`src/rtl/instruction_fetch.sv`:
```
// Pipeline IF stage: fetch PC, word-addressed instruction memory, registered IR/PC to decode.
// Latency: 1 cycle from fetch_pc to IR/PC; throughput 1 instruction per unstalled cycle, redirect costs 1 bubble.
// Backpressure: stall holds fetch_pc and IR/PC/IF_valid; redirect overrides stall; HALT ignores both until reset.
// Optional feature macro: IF_EARLY_JUMP_EN (resolve j at fetch with zero bubbles).
module instruction_fetch #(
    parameter int          IMEM_DEPTH = 128,
    parameter logic [31:0] RESET_PC   = 32'h0000_0000,
    localparam int         AW         = $clog2(IMEM_DEPTH)
) (
    input  logic          clk,
    input  logic          rst,
    input  logic          stall,
    input  logic          redirect_valid,
    input  logic [31:0]   redirect_pc,
    input  logic          imem_we,
    input  logic [AW-1:0] imem_waddr,
    input  logic [31:0]   imem_wdata,
    output logic [31:0]   IR,
    output logic [31:0]   PC,
    output logic          IF_valid,
    output logic          fetch_fault,
    output logic [31:0]   fetch_count
);

    typedef enum logic {
        ST_RUN  = 1'b0,
        ST_HALT = 1'b1
    } state_t;

    state_t      state;
    state_t      state_nxt;
    logic [31:0] fetch_pc;
    logic [31:0] fetch_pc_nxt;
    logic [31:0] ir_nxt;
    logic [31:0] pc_nxt;
    logic        valid_nxt;
    logic [31:0] count_nxt;

    logic [31:0] imem [IMEM_DEPTH];
    logic [31:0] instr;
    logic [31:0] fetch_pc_plus4;
    logic [31:0] next_pc;
    logic        pc_misaligned;
    logic        pc_out_of_range;
    logic        bad_addr;

    // Program image load port; not reset so the image survives a reset pulse.
    always_ff @(posedge clk) begin
        if (imem_we) begin
            imem[imem_waddr] <= imem_wdata;
        end
    end

    // Combinational read; a same-edge write is only visible on the following cycle.
    assign instr = imem[fetch_pc[AW+1:2]];

    assign fetch_pc_plus4  = fetch_pc + 32'd4;
    assign pc_misaligned   = (fetch_pc[1:0] != 2'b00);
    assign pc_out_of_range = ({2'b00, fetch_pc[31:2]} >= 32'(IMEM_DEPTH));
    assign bad_addr        = pc_misaligned | pc_out_of_range;

    // Sequential fetch address; an unconditional j can be taken here without a bubble.
    always_comb begin
        next_pc = fetch_pc_plus4;
`ifdef IF_EARLY_JUMP_EN
        if (instr[31:26] == 6'd2) begin
            next_pc = {fetch_pc_plus4[31:28], instr[25:0], 2'b00};
        end
`endif
    end

    // Next-state and next-output logic: redirect beats stall beats fault beats normal fetch.
    always_comb begin
        state_nxt    = state;
        fetch_pc_nxt = fetch_pc;
        ir_nxt       = IR;
        pc_nxt       = PC;
        valid_nxt    = IF_valid;
        count_nxt    = fetch_count;
        case (state)
            ST_RUN: begin
                if (redirect_valid) begin
                    fetch_pc_nxt = redirect_pc;
                    ir_nxt       = 32'd0;
                    valid_nxt    = 1'b0;
                end else if (stall) begin
                    // everything holds
                end else if (bad_addr) begin
                    state_nxt = ST_HALT;
                    ir_nxt    = 32'd0;
                    valid_nxt = 1'b0;
                end else begin
                    ir_nxt       = instr;
                    pc_nxt       = fetch_pc_plus4;
                    valid_nxt    = 1'b1;
                    fetch_pc_nxt = next_pc;
                    if (fetch_count != 32'hFFFF_FFFF) begin
                        count_nxt = fetch_count + 32'd1;
                    end
                end
            end
            ST_HALT: begin
                // sticky until reset; keep decode fed with bubbles
                ir_nxt    = 32'd0;
                valid_nxt = 1'b0;
            end
            default: begin
                state_nxt = ST_HALT;
                ir_nxt    = 32'd0;
                valid_nxt = 1'b0;
            end
        endcase
    end

    // State and output registers with asynchronous active-low reset.
    always_ff @(posedge clk or negedge rst) begin
        if (!rst) begin
            state       <= ST_RUN;
            fetch_pc    <= RESET_PC;
            IR          <= 32'd0;
            PC          <= 32'd0;
            IF_valid    <= 1'b0;
            fetch_count <= 32'd0;
        end else begin
            state       <= state_nxt;
            fetch_pc    <= fetch_pc_nxt;
            IR          <= ir_nxt;
            PC          <= pc_nxt;
            IF_valid    <= valid_nxt;
            fetch_count <= count_nxt;
        end
    end

    assign fetch_fault = (state == ST_HALT);

endmodule

```
`config.mk`:
```
export PLATFORM = sky130hd
export DESIGN_NAME = instruction_fetch
export DESIGN_NICKNAME = d
export VERILOG_FILES = /design/src/rtl/instruction_fetch.sv
export SDC_FILE = /design/constraint.sdc
export NUM_CORES = 2
export LEC_CHECK = 0
export ABC_AREA = 1
export BUFFER_PORTS_ARGS = -buffer_cell sky130_fd_sc_hd__buf_2
export CAP_MARGIN = 25
export CELL_PAD_IN_SITES_DETAIL_PLACEMENT = 0
export CELL_PAD_IN_SITES_GLOBAL_PLACEMENT = 2
export CORE_ASPECT_RATIO = 1.75
export CORE_MARGIN = 1.5
export CORE_UTILIZATION = 30
export CTS_CLUSTER_SIZE = 20
export DETAILED_ROUTE_END_ITERATION = 10
export GPL_ROUTABILITY_DRIVEN = 0
export PLACE_DENSITY = 0.68
export REMOVE_ABC_BUFFERS = 1
export SYNTH_ARGS = -nofsm -noshare
export SYNTH_HDL_FRONTEND = slang
export SYNTH_SLANG_ARGS = --single-unit
```
`constraint.sdc`:
```
create_clock -name clk -period 2.1 [get_ports clk]
set_clock_uncertainty 0.05 [all_clocks]
set_input_delay 0.315 -clock clk [delete_from_list [all_inputs] [get_ports clk]]
set_output_delay 0.315 -clock clk [all_outputs]
set_load 0.02 [all_outputs]
```
[Word level (Yosys, flattened, before mapping)]
Memory sizes are Yosys's and may differ from the RTL's.
Cells that the tools add are included.
Operators by class
  add/sub/neg operators: 2
  $lt $le $gt $ge: 1
  eq/ne operators: 4
  mux-type cells: 17
  bitwise operators: 5
  reduce and logical (&&, ||, !) cells: 4
Operator list (number)
  two-way mux 32 bit: 6
  case mux 32 bit (2 select lines): 1
  adder 32 x 1 -> 32 bit, second input constant: 1
  adder 32 x 3 -> 32 bit, second input constant: 1
  != test 32 bit, second input constant: 1
  greater-or-equal comparator 30 x 8 -> 1 bit, second input constant: 1
  two-way mux 1 bit: 9
  AND reduction 5 bit: 1
  NOT 1 bit: 4
  AND reduction 4 bit: 1
  != test 3 bit, second input constant: 1
  AND reduction 3 bit: 1
  != test 2 x 1 -> 1 bit, second input constant: 1
  != test 2 bit, second input constant: 1
  case mux 1 bit (2 select lines): 1
  nonzero test 2 bit: 1
  OR 1 bit: 1
Word-level totals
  flip-flop bits (word level): 130
  bits in writable memories: 4096
  output and inout port bits: 98
  memories kept: 1
Memory list
  imem: words 128, bits a word 32, rd ports 1, clocked after memory_dff 0, write ports 1, RTL line 39  | logic [31:0] imem [IMEM_DEPTH];

[Longest topological paths before layout]
  word-level depth: 6
  mapped depth: 18

[Worst setup path after synthesis]
OpenSTA, ideal clock, no wires.
  path kind: input-to-reg
  start: input port imem_we
  end: memory imem[105][0], enable pin
  setup time: 0.421 ns
  arrival time: 2.292 ns
  required time: 1.629 ns
  setup slack: -0.663 ns
  cell stages on the path: 4
  buffers on the path: 2
  path through: clkbuf_1 -> nand2_1 -> clkbuf_1 -> nor2_1
Between the ends
  longest elaborated chain between the ends: 2
RTL lines
  start: declaration: RTL line 15  | input logic imem_we,
  two-way mux 1 bit: RTL line 49  | if (imem_we) begin
  two-way mux 1 bit (implied by the code): RTL line 50  | imem[imem_waddr] <= imem_wdata;
  end: declaration: RTL line 39
No other way between the ends.

[Final worst setup path]
  start: register fetch_pc[2]
  end: register IR[25]
Between the ends
  longest elaborated chain between the ends: 6
  elaborated cells on any way between the ends: 7
  those cells by class: order compare: 1; mux: 4; bitwise: 1; memory: 1
RTL lines
  start: declaration: RTL line 32  | logic [31:0] fetch_pc;
  start signal: assignment: RTL line 126  | fetch_pc <= fetch_pc_nxt;
  greater-or-equal comparator 30 x 8 -> 1 bit: RTL line 59  | assign pc_out_of_range = ({2'b00, fetch_pc[31:2]} >= 32'(IMEM_DEPTH));
  OR 1 bit: RTL line 60  | assign bad_addr = pc_misaligned | pc_out_of_range;
  two-way mux 32 bit (*): RTL line 88  | end else if (bad_addr) begin
  two-way mux 32 bit (*): RTL line 86  | end else if (stall) begin
  two-way mux 32 bit (*): RTL line 82  | if (redirect_valid) begin
  case mux 32 bit (2 select lines) (*): RTL line 80  | case (state)
  end signal: assignment: RTL line 127  | IR <= ir_nxt;
  end: declaration: RTL line 18  | output logic [31:0] IR,
Every way passes the cells marked *; elsewhere a longest branch is shown, timed or not. The select of a mux whose other input is x is not followed.
A chain may end at the register's enable or synchronous reset.

==> flow_summary.ini <==
[synth]
ys.warnings.count = 0
synth_sequential_area_ratio = 0.740
cell_count_after_synthesis = 14500
yosys-top-cells-count = sky130_fd_sc_hd__nand2_1, sky130_fd_sc_hd__edfxtp_1, sky130_fd_sc_hd__nand3_1
synth_cell_types = 37
synth_top_area_frac = 0.721
post_synthesis_area_per_instance_sq_um = 11.7
ys.flop_type = sky130_fd_sc_hd__edfxtp_1
async_flop_share = 0.0308
syn-cell-area_sq_um = 171000
post-synth-top-count-cell = sky130_fd_sc_hd__nand2_1
ys_ff_latch = 4226
synth.top_cells.by_area = sky130_fd_sc_hd__edfxtp_1, sky130_fd_sc_hd__nand2_1, sky130_fd_sc_hd__nand3_1
synth_enable_flop_cells = 4096
synth_top_cell_by_area = sky130_fd_sc_hd__edfxtp_1

[pwr]
vdd.ir_drop.worst_uv = 743
total_leakage_power_nw = 79.4
total_power_mw = 244
power_density_nw_per_um2 = 1130

[sta]
final_min_period_over_clock_period = 1.33
worst_pin_slew_ns = 0.815
timing.final.max_slew_violations = 0
max-slew-margin-rel = 0.456
timing.final.setup_violations = 64
fmaxAchievable_mhz = 359
grt_setup_unrepaired = true
report.final.hold_viol_count = 0
layout_min_cycle_time_ns = 2.79
layout_setup_ws_ns = -0.687

[worst_setup_path]
endpoint_kind = flip-flop
crit_path_max_fanout = 8
worst_r2r_endpoint = IR[25]
worst_ep_required_time_ns = 2.93
setup.worst_path.start_class = flip-flop
worst_setup_path_type = reg2reg
r2r_start = fetch_pc[2]
timing.reg2reg.worst_path_depth = 18
arrival_ns = 3.62
timing.reg2reg.setup_slack_ns = -0.69

[flow_run]
maxCapViolCount = 0

[clock_network]
cts_num_sinks = 4226
tritoncts = done
number_of_buffers_on_the_longest_clock_path = 4
cts_root_buffer = sky130_fd_sc_hd__clkbuf_16
reg_clk_slew_reported_paths_ns = 0.07
cts_max_level = 5
cts-buffers-inserted = 392
worstSkewPairLatency_ns = 1.00

[finish]
finalCoreUtilization = 0.383
nNetsFinal = 16100
syn2layout_area_growth_pct = 27.1
post_route_cells_drive_above_1_share = 0.195

[detailed_routing]
route.vias.total = 119000
wl_met3_um = 26400
ant_nets = 0
route.detailed.vias_per_inst = 4.96
wl_met1_um = 244000
wl_met2_um = 344000
initialDrtViolationCount = 10100
route.final.wire_length_um = 655000
route.top_layer_used = met5
detail_route.drc_violations = 0
detailedRoute.firstPassIterationCount = 5
wl_per_cell_um = 27.4

[grt]
grt_pass1_wl_um = 908000
global_route.overflow_total = 0
vias_in_the_first_global_route = 117000
grt_start_max_net_pins = 74
grt_use_total = 0.221
initial_antenna_violation_count = 44

[worst_hold_path]
hp-class = in2reg
hold_sp = redirect_pc[12]
whs_endpoint = fetch_pc[12]
hold_path_depth = 4

[die]
core_box_area_sq_um = 567000
design.portCount = 174
start_util = 0.301
die_area_sq_um = 574000
die_h_um = 1000
die-width_um = 573
num_rows = 366

[place]
detailed_place_hpwl_um = 428000
place.port_buffers = 173

[outcome]
violated_checks = setup timing
outcome = complete, but fails checks
metrics by stage:
stage          hold slack (ns)  setup WS (ns)  instance area (sq um)   TNS, ns  std cells
2_1_floorplan          -0.0306        -125.92                 166000  -7634.69      13600
3_3_place_gp             0.263          -1.31                 196000   -112.95      22900
3_5_place_dp             0.268          -1.30                 196000   -129.15      22900
4_1_cts                 0.0135         -0.674                 214000    -28.24      23900
5_1_grt                 0.0876         -0.719                 217000    -31.49      23900
6_report                0.0794         -0.687                 217000    -21.09      23900
timing repair:
item	in CTS	in global routing
hold buffers	92	0
setup buffers	65	34
endpoints found under the setup margin	163	147
pin swaps	60	95
hold endpoints to repair	2418	0
resized for setup	559	389
cloned	35	25
state kept, by name (all words and copies together), names as in the netlist:
signal	cells
IF_valid	1
fetch_count	32
imem	4096
PC	32
IR	32
fetch_pc	32
fetch_fault	1
worst max-delay path, stage by stage (launching register included):
cell	delay, ns
sky130_fd_sc_hd__dfrtp_4	0.46
sky130_fd_sc_hd__buf_12	0.15
sky130_fd_sc_hd__clkinv_16	0.10
sky130_fd_sc_hd__buf_16	0.21
sky130_fd_sc_hd__buf_16	0.16
sky130_fd_sc_hd__buf_12	0.15
sky130_fd_sc_hd__buf_12	0.13
sky130_fd_sc_hd__nand2_1	0.06
sky130_fd_sc_hd__nand3_2	0.08
sky130_fd_sc_hd__nand2_4	0.10
sky130_fd_sc_hd__nand2_2	0.08
sky130_fd_sc_hd__nand3_2	0.08
sky130_fd_sc_hd__nand2_2	0.08
sky130_fd_sc_hd__nand2_4	0.11
sky130_fd_sc_hd__clkinvlp_4	0.24
sky130_fd_sc_hd__nand2_4	0.17
sky130_fd_sc_hd__nand2_2	0.06
sky130_fd_sc_hd__nand2_1	0.10
sky130_fd_sc_hd__nand2_1	0.05
cells in the final DEF, fill, tap and decap left out, drive strengths merged:
cell type    count
nand3         3111
nor4            12
xnor2            4
a31oi            5
o31ai           12
xor2            32
ha               3
bufinv          50
nor2           252
clkbuf         498
and3             1
dlygate4sd3     91
nor3            62
a31o             1
o21ai           37
buf           1880
clkinv         167
clkinvlp        24
o211ai           5
dfrtp          130
edfxtp        4096
or2              3
a21oi          231
diode           18
mux2             2
bufbuf          17
o22ai            3
nand2         5450
inv            167
nand4           18
report_power, final:
| part | internal, mW | switching, mW | total (mW) |
|---|---|---|---|
| Sequential | 92.9 | 0.287 | 93.2 |
| Combinational | 27.9 | 49.3 | 77.2 |
| Clock | 41.1 | 33.0 | 74.1 |
layer usage:
metal,track usage,up-vias
li1,-,53900
met1,0.250,60600
met2,0.409,3176
met3,0.0200,934
met4,0.119,10
met5,0,-
kinds of logic (layout without fill, tap and decap cells):
kind of cell,after synthesis,count (layout),share of synthesized area
simple gates,8909,8909,0.220
flops,4226,4226,0.740
buf+inv,1055,2894,0.0291
compound gates,294,294,0.00897
xor+xnor,36,36,0.00185
fa+ha+maj,3,3,0.000220
mux,2,2,0.000132
other cells,0,18,0
area by class of cell:
cell class              instances  area, sq um
fillers                     54700       350000
diodes                         18         45.0
multi-input cells            9244        43100
inverters                     155          682
clock inverters               251         2720
repair buffers               2013        24400
well taps                    7544         9440
flip-flops and latches       4226       126000
repair inverters                2         40.0
clock buffers                 473        10300
worst max path at each step:
stage,from,to,cells past startpoint
after detailed placement,fetch_pc[2],IR[22],14
after global routing,fetch_pc[2],IR[28],20
final,fetch_pc[2],IR[25],18
after floorplan,fetch_pc[2],IR[14],13
after CTS,fetch_pc[2],IR[28],17
after global placement,fetch_pc[2],IR[22],14
No activity file was read; power rests on OpenSTA's default activity.
